### src/rtl/fd_pkg.sv
// Shared definitions for the fetch->decode queue: RV32I opcode values and
// the immediate-format classification used by the immediate generator.
package fd_pkg;

  localparam logic [6:0] OP_R      = 7'b0110011;
  localparam logic [6:0] OP_I_CALC = 7'b0010011;
  localparam logic [6:0] OP_JALR   = 7'b1100111;
  localparam logic [6:0] OP_LOAD   = 7'b0000011;
  localparam logic [6:0] OP_STORE  = 7'b0100011;
  localparam logic [6:0] OP_BRANCH = 7'b1100011;
  localparam logic [6:0] OP_JAL    = 7'b1101111;
  localparam logic [6:0] OP_LUI    = 7'b0110111;
  localparam logic [6:0] OP_AUIPC  = 7'b0010111;

  typedef enum logic [2:0] {
    IMM_NONE,
    IMM_SHAMT,
    IMM_I,
    IMM_S,
    IMM_B,
    IMM_J,
    IMM_U
  } imm_type_t;

endpackage

### src/rtl/fd_imm_gen.sv
// Combinational immediate generator: classifies the opcode into an immediate
// format and assembles the XLEN-wide immediate. When FD_ILLEGAL_CHK_EN is
// defined it also reports whether the opcode belongs to the supported set.
module fd_imm_gen
  import fd_pkg::*;
#(
  parameter int XLEN = 32
) (
  input  logic [31:0]     inst,
`ifdef FD_ILLEGAL_CHK_EN
  output logic            known,
`endif
  output logic [XLEN-1:0] imm
);

  imm_type_t   imm_type;
  logic        opcode_known;
  logic [31:0] imm32;

  // Map the opcode (and shift funct3) to an immediate format.
  always_comb begin
    imm_type     = IMM_NONE;
    opcode_known = 1'b1;
    case (inst[6:0])
      OP_R:              imm_type = IMM_NONE;
      OP_I_CALC:         imm_type = (inst[13:12] == 2'b01) ? IMM_SHAMT : IMM_I;
      OP_JALR, OP_LOAD:  imm_type = IMM_I;
      OP_STORE:          imm_type = IMM_S;
      OP_BRANCH:         imm_type = IMM_B;
      OP_JAL:            imm_type = IMM_J;
      OP_LUI, OP_AUIPC:  imm_type = IMM_U;
      default: begin
        imm_type     = IMM_NONE;
        opcode_known = 1'b0;
      end
    endcase
  end

  // Assemble the 32-bit immediate for the selected format.
  always_comb begin
    imm32 = '0;
    case (imm_type)
      IMM_SHAMT: imm32 = {27'b0, inst[24:20]};
      IMM_I:     imm32 = {{20{inst[31]}}, inst[31:20]};
      IMM_S:     imm32 = {{20{inst[31]}}, inst[31:25], inst[11:7]};
      IMM_B:     imm32 = {{19{inst[31]}}, inst[31], inst[7], inst[30:25], inst[11:8], 1'b0};
      IMM_J:     imm32 = {{11{inst[31]}}, inst[31], inst[19:12], inst[20], inst[30:21], 1'b0};
      IMM_U:     imm32 = {inst[31:12], 12'b0};
      default:   imm32 = '0;
    endcase
  end

  assign imm = XLEN'($signed(imm32));

`ifdef FD_ILLEGAL_CHK_EN
  assign known = opcode_known & (inst[1:0] == 2'b11);
`else
  logic unused_known;
  assign unused_known = opcode_known;
`endif

endmodule

### src/rtl/fd_pipe_queue.sv
// Fetch->decode boundary queue: DEPTH-entry FIFO of {PC, instruction} with
// valid/ready on both sides and a flush for redirects. The head entry is
// presented split into fields with its immediate already generated.
// Optional feature macro: FD_ILLEGAL_CHK_EN adds the out_illegal output.
module fd_pipe_queue
  import fd_pkg::*;
#(
  parameter int XLEN  = 32,
  parameter int DEPTH = 2
) (
  input  logic            clk,
  input  logic            rst,
  input  logic            in_valid,
  output logic            in_ready,
  input  logic [XLEN-1:0] in_pc,
  input  logic [31:0]     in_inst,
  input  logic            flush,
  output logic            out_valid,
  input  logic            out_ready,
  output logic [XLEN-1:0] out_pc,
  output logic [6:0]      inst31_25,
  output logic [4:0]      inst24_20,
  output logic [4:0]      inst19_15,
  output logic [2:0]      inst14_12,
  output logic [4:0]      inst11_7,
  output logic [6:0]      inst6_0,
`ifdef FD_ILLEGAL_CHK_EN
  output logic            out_illegal,
`endif
  output logic [XLEN-1:0] imm
);

  localparam int AW = $clog2(DEPTH);
  localparam int CW = AW + 1;
  localparam logic [CW-1:0] FULL_COUNT = CW'(DEPTH);

  logic [XLEN-1:0] pc_mem   [DEPTH];
  logic [31:0]     inst_mem [DEPTH];

  logic [AW-1:0] rd_ptr_reg, rd_ptr_next;
  logic [AW-1:0] wr_ptr_reg, wr_ptr_next;
  logic [CW-1:0] count_reg,  count_next;
  logic          in_ready_reg;
  logic          push, pop;
  logic [31:0]   head_inst;

  // Handshakes use the registered ready, so there is no input->output path.
  // A flush overrides any same-cycle transfer.
  assign push = in_valid & in_ready_reg & ~flush;
  assign pop  = out_valid & out_ready & ~flush;

  // Next pointer/count values; flush returns everything to empty.
  always_comb begin
    rd_ptr_next = rd_ptr_reg;
    wr_ptr_next = wr_ptr_reg;
    count_next  = count_reg;
    if (flush) begin
      rd_ptr_next = '0;
      wr_ptr_next = '0;
      count_next  = '0;
    end else begin
      if (push) wr_ptr_next = wr_ptr_reg + AW'(1);
      if (pop)  rd_ptr_next = rd_ptr_reg + AW'(1);
      case ({push, pop})
        2'b10:   count_next = count_reg + CW'(1);
        2'b01:   count_next = count_reg - CW'(1);
        default: count_next = count_reg;
      endcase
    end
  end

  // Pointer, count and ready registers.
  always_ff @(posedge clk or posedge rst) begin
    if (rst) begin
      rd_ptr_reg   <= '0;
      wr_ptr_reg   <= '0;
      count_reg    <= '0;
      in_ready_reg <= 1'b1;
    end else begin
      rd_ptr_reg   <= rd_ptr_next;
      wr_ptr_reg   <= wr_ptr_next;
      count_reg    <= count_next;
      in_ready_reg <= (count_next < FULL_COUNT);
    end
  end

  // One storage slot per entry; written only by an accepted push at its index.
  generate
    for (genvar gi = 0; gi < DEPTH; gi++) begin : g_slot
      // Slot gi capture register.
      always_ff @(posedge clk or posedge rst) begin
        if (rst) begin
          pc_mem[gi]   <= '0;
          inst_mem[gi] <= '0;
        end else if (push && (wr_ptr_reg == AW'(gi))) begin
          pc_mem[gi]   <= in_pc;
          inst_mem[gi] <= in_inst;
        end
      end
    end
  endgenerate

  assign in_ready  = in_ready_reg;
  assign out_valid = (count_reg != '0);
  assign head_inst = inst_mem[rd_ptr_reg];
  assign out_pc    = pc_mem[rd_ptr_reg];
  assign inst31_25 = head_inst[31:25];
  assign inst24_20 = head_inst[24:20];
  assign inst19_15 = head_inst[19:15];
  assign inst14_12 = head_inst[14:12];
  assign inst11_7  = head_inst[11:7];
  assign inst6_0   = head_inst[6:0];

`ifdef FD_ILLEGAL_CHK_EN
  logic head_known;

  fd_imm_gen #(.XLEN(XLEN)) u_imm_gen (
    .inst  (head_inst),
    .known (head_known),
    .imm   (imm)
  );

  assign out_illegal = out_valid & ~head_known;
`else
  fd_imm_gen #(.XLEN(XLEN)) u_imm_gen (
    .inst (head_inst),
    .imm  (imm)
  );
`endif

endmodule
### config.mk
export PLATFORM = sky130hd
export DESIGN_NAME = fd_pipe_queue
export DESIGN_NICKNAME = d
export VERILOG_FILES = /design/src/rtl/fd_pkg.sv /design/src/rtl/fd_imm_gen.sv /design/src/rtl/fd_pipe_queue.sv
export SDC_FILE = /design/constraint.sdc
export NUM_CORES = 1
export LEC_CHECK = 0
export ABC_CLOCK_PERIOD_IN_PS = 10100
export CELL_PAD_IN_SITES_DETAIL_PLACEMENT = 1
export CELL_PAD_IN_SITES_GLOBAL_PLACEMENT = 2
export CORE_UTILIZATION = 35
export DETAILED_ROUTE_END_ITERATION = 8
export GPL_ROUTABILITY_DRIVEN = 0
export MAX_ROUTING_LAYER = met4
export PLACE_DENSITY = 0.89
export SLEW_MARGIN = 20
export SYNTH_ARGS = -nofsm -noshare
export SYNTH_HDL_FRONTEND = slang
export SYNTH_SLANG_ARGS = --single-unit
### constraint.sdc
create_clock -name clk -period 10.1 [get_ports clk]
set_input_delay 2.02 -clock clk [delete_from_list [all_inputs] [get_ports clk]]
set_output_delay 2.02 -clock clk [all_outputs]
set_load 0.05 [all_outputs]
# Word-level counts from Yosys, hierarchy flattened
# Cells that the tools add are included.
# word_totals
ff_bits	133
latch_bits	0
n_memories	0
output_inout_bits	98
input_bits	69
ram_bits	0
mem_bits_ro	0
# op_classes
n_eq_ne	17
n_div	0
multipliers	0
muxes	15
n_lt_le_gt_ge	2
n_bitwise	7
n_reduce_logical	7
shift	0
add_sub_neg	4
# ops
operator	n
$mux 32	6
$pmux 32 s6	1
$eq 7x7->1 const B	3
$pmux 3 s6	1
$eq 7x5->1 const B	2
$eq 7x6->1 const B	2
$eq 3x3->1 const B	3
$eq 7x2->1 const B	1
$eq 3x2->1 const B	2
$reduce_bool 2->1	3
$and 1x1->1	4
$eq 2x1->1 const B	2
$mux 1	4
$mux 2	2
$pmux 2 s2	1
$reduce_or 2->1	2
$eq 3x1->1 const B	1
$add 1x1->1 const B	2
$add 2x1->2 const B	1
$eq 2x2->1 const B	1
$ge 2x2->1 const B	1
$logic_and 1x1->1	2
$lt 2x2->1 const B	1
$not 1->1	2
other kinds (2)	2

# Depth between registers and ports, before layout
# depth
word_depth	9
mapped_depth	9
mapped_depth_nobuf	9

# By module
# Synthesis repeated with hierarchy kept, for this count alone.
# unflattened
cells_unflattened	449
area_unflattened_um2	6690.2
# modules_own_cells
module	cells_per_inst	n_inst	area_per_inst_um2
fd_pipe_queue	370	1	6133.4
fd_imm_gen	79	1	556.8

# Worst setup path after synthesis
# Ideal clock, no wire load.
# synth_path
path_type	register -> output
start	reg rd_ptr_reg
end	out imm[7]
stages_incl_launch_ff	9
path_buffers	2
slack_ns	4.977
arrival_time_ns	3.103
cell_sequence	dfrtp_1 > buf_6 > buf_4 > mux2i_1 > inv_1 > o211ai_1 > a31oi_1 > nor3_1 > nor3_1
# synth_via
elab_chain_cells	9
word_cells_on_any_way	24
cone_classes	15 x eq/ne; 6 x mux; 1 x bitwise; 2 x reduce/logical
# synth_lines
item	line_no	rtl
from (decl)	fd_pipe_queue.sv:40	logic [AW-1:0] rd_ptr_reg, rd_ptr_next;
from (signal assigned)	fd_pipe_queue.sv:80	rd_ptr_reg <= rd_ptr_next;
$not 1->2 (implied by the code) *	fd_pipe_queue.sv:105	assign head_inst = inst_mem[rd_ptr_reg];
$mux 32 (implied by the code) * (3 in a row)	fd_pipe_queue.sv:105	
net inst6_0[3]	fd_pipe_queue.sv:26	output logic [6:0] inst6_0,
$eq 7x6->1 (tied with other cells)	fd_imm_gen.sv:24	case (inst[6:0])
$reduce_or 2->1 (on tied branches)	n/a	
$pmux 3 s6 *	fd_imm_gen.sv:24	
$eq 3x3->1 (tied with other cells)	fd_imm_gen.sv:42	case (imm_type)
$pmux 32 s6 *	fd_imm_gen.sv:42	
to (decl)	fd_pipe_queue.sv:30	output logic [XLEN-1:0] imm
# The timed path passes the listed nets; every way through them passes the cells marked *. The select of a mux whose other input is x is not followed.

# Worst setup path after layout
# layout_path
start	reg rd_ptr_reg
end	out imm[25]
# layout_via
elab_chain_cells	9
word_cells_on_any_way	24
cone_classes	15 x eq/ne; 6 x mux; 1 x bitwise; 2 x reduce/logical
# layout_lines
item	line_no
$not 1->2 (implied by the code) *	fd_pipe_queue.sv:105
$mux 32 (implied by the code) * (3 in a row)	fd_pipe_queue.sv:105
$eq 7x6->1 (tied with other cells)	fd_imm_gen.sv:24
$reduce_or 2->1 (tied with other cells)	n/a
$pmux 3 s6	fd_imm_gen.sv:24
$eq 3x3->1 (tied with other cells)	fd_imm_gen.sv:42
$pmux 32 s6 *	fd_imm_gen.sv:42
# Every way passes the cells marked *; elsewhere a longest branch is shown, timed or not. The select of a mux whose other input is x is not followed.

==> flow_metrics.env <==
export IMPL_grt_pass1_wl_um=26800
export IMPL_crit_path_start_kind="flip-flop"
export IMPL_grt_pass1_vias=5058
export IMPL_cp_max_fo=50
export IMPL_ir_worst_vdd_mv=0.132
export IMPL_synth_seq_area_share_pct=52.0
export IMPL_hpwl_um=11700
export IMPL_totalPowerFinal_mw=2.18
export IMPL_cts_clk_slew_worst_paths_ns=0.06
export IMPL_ctsResizeCount=0
export IMPL_cts_setup_buffers=0
export IMPL_avgSynthCellArea_um2=13.3
export IMPL_start_util_pct=35.7
export IMPL_cp_data_required_time_ns=8.08
export IMPL_antenna_left=0
export IMPL_clockBufferDepth=2
export IMPL_final_core_util_pct=49.7
export IMPL_drcViolationCount=0
export IMPL_fmax_mhz=161
export IMPL_fp_dieH_um=137
export IMPL_synthMuxAreaShare_pct=35.0
export IMPL_maxSlewHeadroom_pct=26.6
export IMPL_synth_adder_area_share_pct=0.391
export IMPL_synthXorXnorAreaFrac_pct=0.547
export IMPL_antenna_found_initial=0
export IMPL_arrival_ns=4.17
export IMPL_io_pins=167
export IMPL_min_path_type="reg -> reg"
export IMPL_cts_tree="yes"
export IMPL_power_switching_mw=0.765
export IMPL_firstDrtPassIters=4
export IMPL_max_cap_violations=0
export IMPL_min_period_ns=6.19
export IMPL_cts_buffers_inserted=17
export IMPL_cts_root_buffer="clkbuf_16"
export IMPL_post_place_ws_ns=4.34
export IMPL_finalCritPeriodShare_pct=61.3
export IMPL_holdBufCountCts=0
export IMPL_tightest_slew_ns=1.10
export IMPL_synth_simple_area_share_pct=5.04
export IMPL_pwr_share_clk_pct=29.8
export IMPL_synth_compound_area_share_pct=4.00
export IMPL_area_delta_synth_final_pct=39.5
export IMPL_drt_iter0_markers=188
export IMPL_grt_max_degree=76
export IMPL_clkLatencyLatePin_ns=0.42
export IMPL_cts_htree_levels=4
export IMPL_num_rows=49
export IMPL_final_max_slew_viol_count=0
export IMPL_cts_num_sinks=133
export IMPL_fin_setup_tns_ns=0
export IMPL_ys_warn_count=0
export IMPL_holdWs_ns=0.501
export IMPL_fin_ws_ns=3.91
export IMPL_drive_gt1_share_pct=34.5
export IMPL_wl_per_cell_um=19.1
export IMPL_power_frac_seq_pct=34.7
export IMPL_synth_top_flop_cell="dfrtp_1"
export IMPL_syn_num_nets=553
export IMPL_p_per_area_mw_per_mm2=244
export IMPL_finClkSkew_ns=0.00973
export IMPL_final_cell_mix="mux2_2, clkdlybuf4s50_1, dfrtp_1, mux2i_1, inv_1"
export IMPL_setup_viol=0
export IMPL_syn_cell_area_mm2=0.00641
export IMPL_viasPerCell=5.11
export IMPL_rsz0062_at_grt="no"
export IMPL_hold_violations=0
export IMPL_core_area_mm2=0.0180
export IMPL_end_kind="primary output"
export IMPL_status="completed"
export IMPL_final_common_cell="mux2_2"
export IMPL_layout_nets=716
export IMPL_internal_power_mw=1.41
export IMPL_wl_um=16900
export IMPL_fp_dieW_um=137
export IMPL_crit_type="reg -> out"
export IMPL_dr_total_vias=4536
export IMPL_ys_async_sr_fraction_pct=100
export IMPL_synth_edf_count=0
export IMPL_grt_ovfl_total=0
export IMPL_synth_cell_types=43
export IMPL_port_buffers=166
export IMPL_combPwrFrac_pct=35.5
export IMPL_switching_share_pct=35.1
export IMPL_fill_cells=1838
export IMPL_holdPathStages=1
export IMPL_synth_seq_cells=133
export IMPL_grt_total_usage_pct=19.4
export IMPL_p_leak_nw=3.63
export IMPL_antenna_cells=0
export IMPL_synth_cells=482
export IMPL_dieArea_mm2=0.0189
export IMPL_r2r_cells=6
export IMPL_synth_top_family_by_area="multiplexers"
stage by stage:
stage / cells / cell area [µm²]
after CTS: 886 / 8910
after floorplan: 482 / 6410
after global routing: 887 / 8940
after global placement: 854 / 8280
final: 887 / 8940
after detailed placement: 854 / 8280
kinds of logic (layout without fill, tap and decap cells):
group                    count (synthesis)  count (layout)
AND/OR/NAND/NOR                         62              62
XOR/XNOR                                 4               4
multiplexers                           201             201
adder cells (fa/ha/maj)                  2               2
flip-flops                             133             133
buffers and inverters                   46             222
AO/OA/AOI/OAI                           34              34
power groups by stage:
stage	registers [mW]	clock network [mW]	logic [mW]
floorplan	0.732	0	0.546
global placement	0.750	0	0.759
detailed placement	0.764	0	0.777
CTS	0.756	0.664	0.781
global route	0.777	0.686	0.816
finish	0.756	0.648	0.774
final timing paths:
path / from / to / slack, ns
max in group asynchronous: rst / in_ready / 6.95
setup reg to reg: in_ready / inst_mem[42] / 7.20
setup / recovery: rd_ptr_reg / imm[25] / 3.91
hold / removal: pc_mem[1] / pc_mem[1] / 0.50
hold reg to reg: pc_mem[1] / pc_mem[1] / 0.50
min in group asynchronous: rst / pc_mem[11] / 2.03
synthesized netlist by cell type, types with 3 or more instances:
cell type | n | area (µm²)
nand3_1 | 8 | 40.0
inv_1 | 20 | 75.1
a31oi_1 | 3 | 18.8
dfrtp_1 | 132 | 3300
buf_2 | 6 | 30.0
nand2_1 | 12 | 45.0
nor3b_1 | 3 | 22.5
a22o_1 | 4 | 35.0
mux2_2 | 178 | 2000
or2_2 | 3 | 18.8
mux2i_1 | 22 | 220
clkbuf_1 | 15 | 56.3
nor2_1 | 15 | 56.3
o21ai_1 | 3 | 15.0
o21ai_0 | 10 | 50.1
nor3_1 | 9 | 45.0
routing by layer:
layer  share of wire [%]  GRT usage (%)  wire, µm  vias to the layer above
li1                    -              -         -                     2046
met1                  40           21.7      6820                     2358
met2                  53           33.0      8950                      108
met3                 4.5           4.82       759                       24
met4                 2.4           7.94       405                        0
met5                   0              -         0                        -
area by class of cell:
cell class	instances	area [µm²]	area share [%]
clock buffers	22	484	5.42
clock inverters	10	144	1.61
inverters	20	80.1	0.896
multi-input cells	303	2900	32.4
flip-flops and latches	133	3330	37.3
well taps	229	287	3.21
repair buffers	170	1710	19.2
worst max-delay path: stages (launching register included):
cell,delay [ns]
dfrtp_4,0.68
buf_4,0.69
nand3b_1,0.21
and2_1,0.20
a31oi_1,0.16
o31ai_2,0.87
mux2i_1,0.19
clkdlybuf4s50_1,0.75
Note: power is estimated with default switching activity, not from simulation.
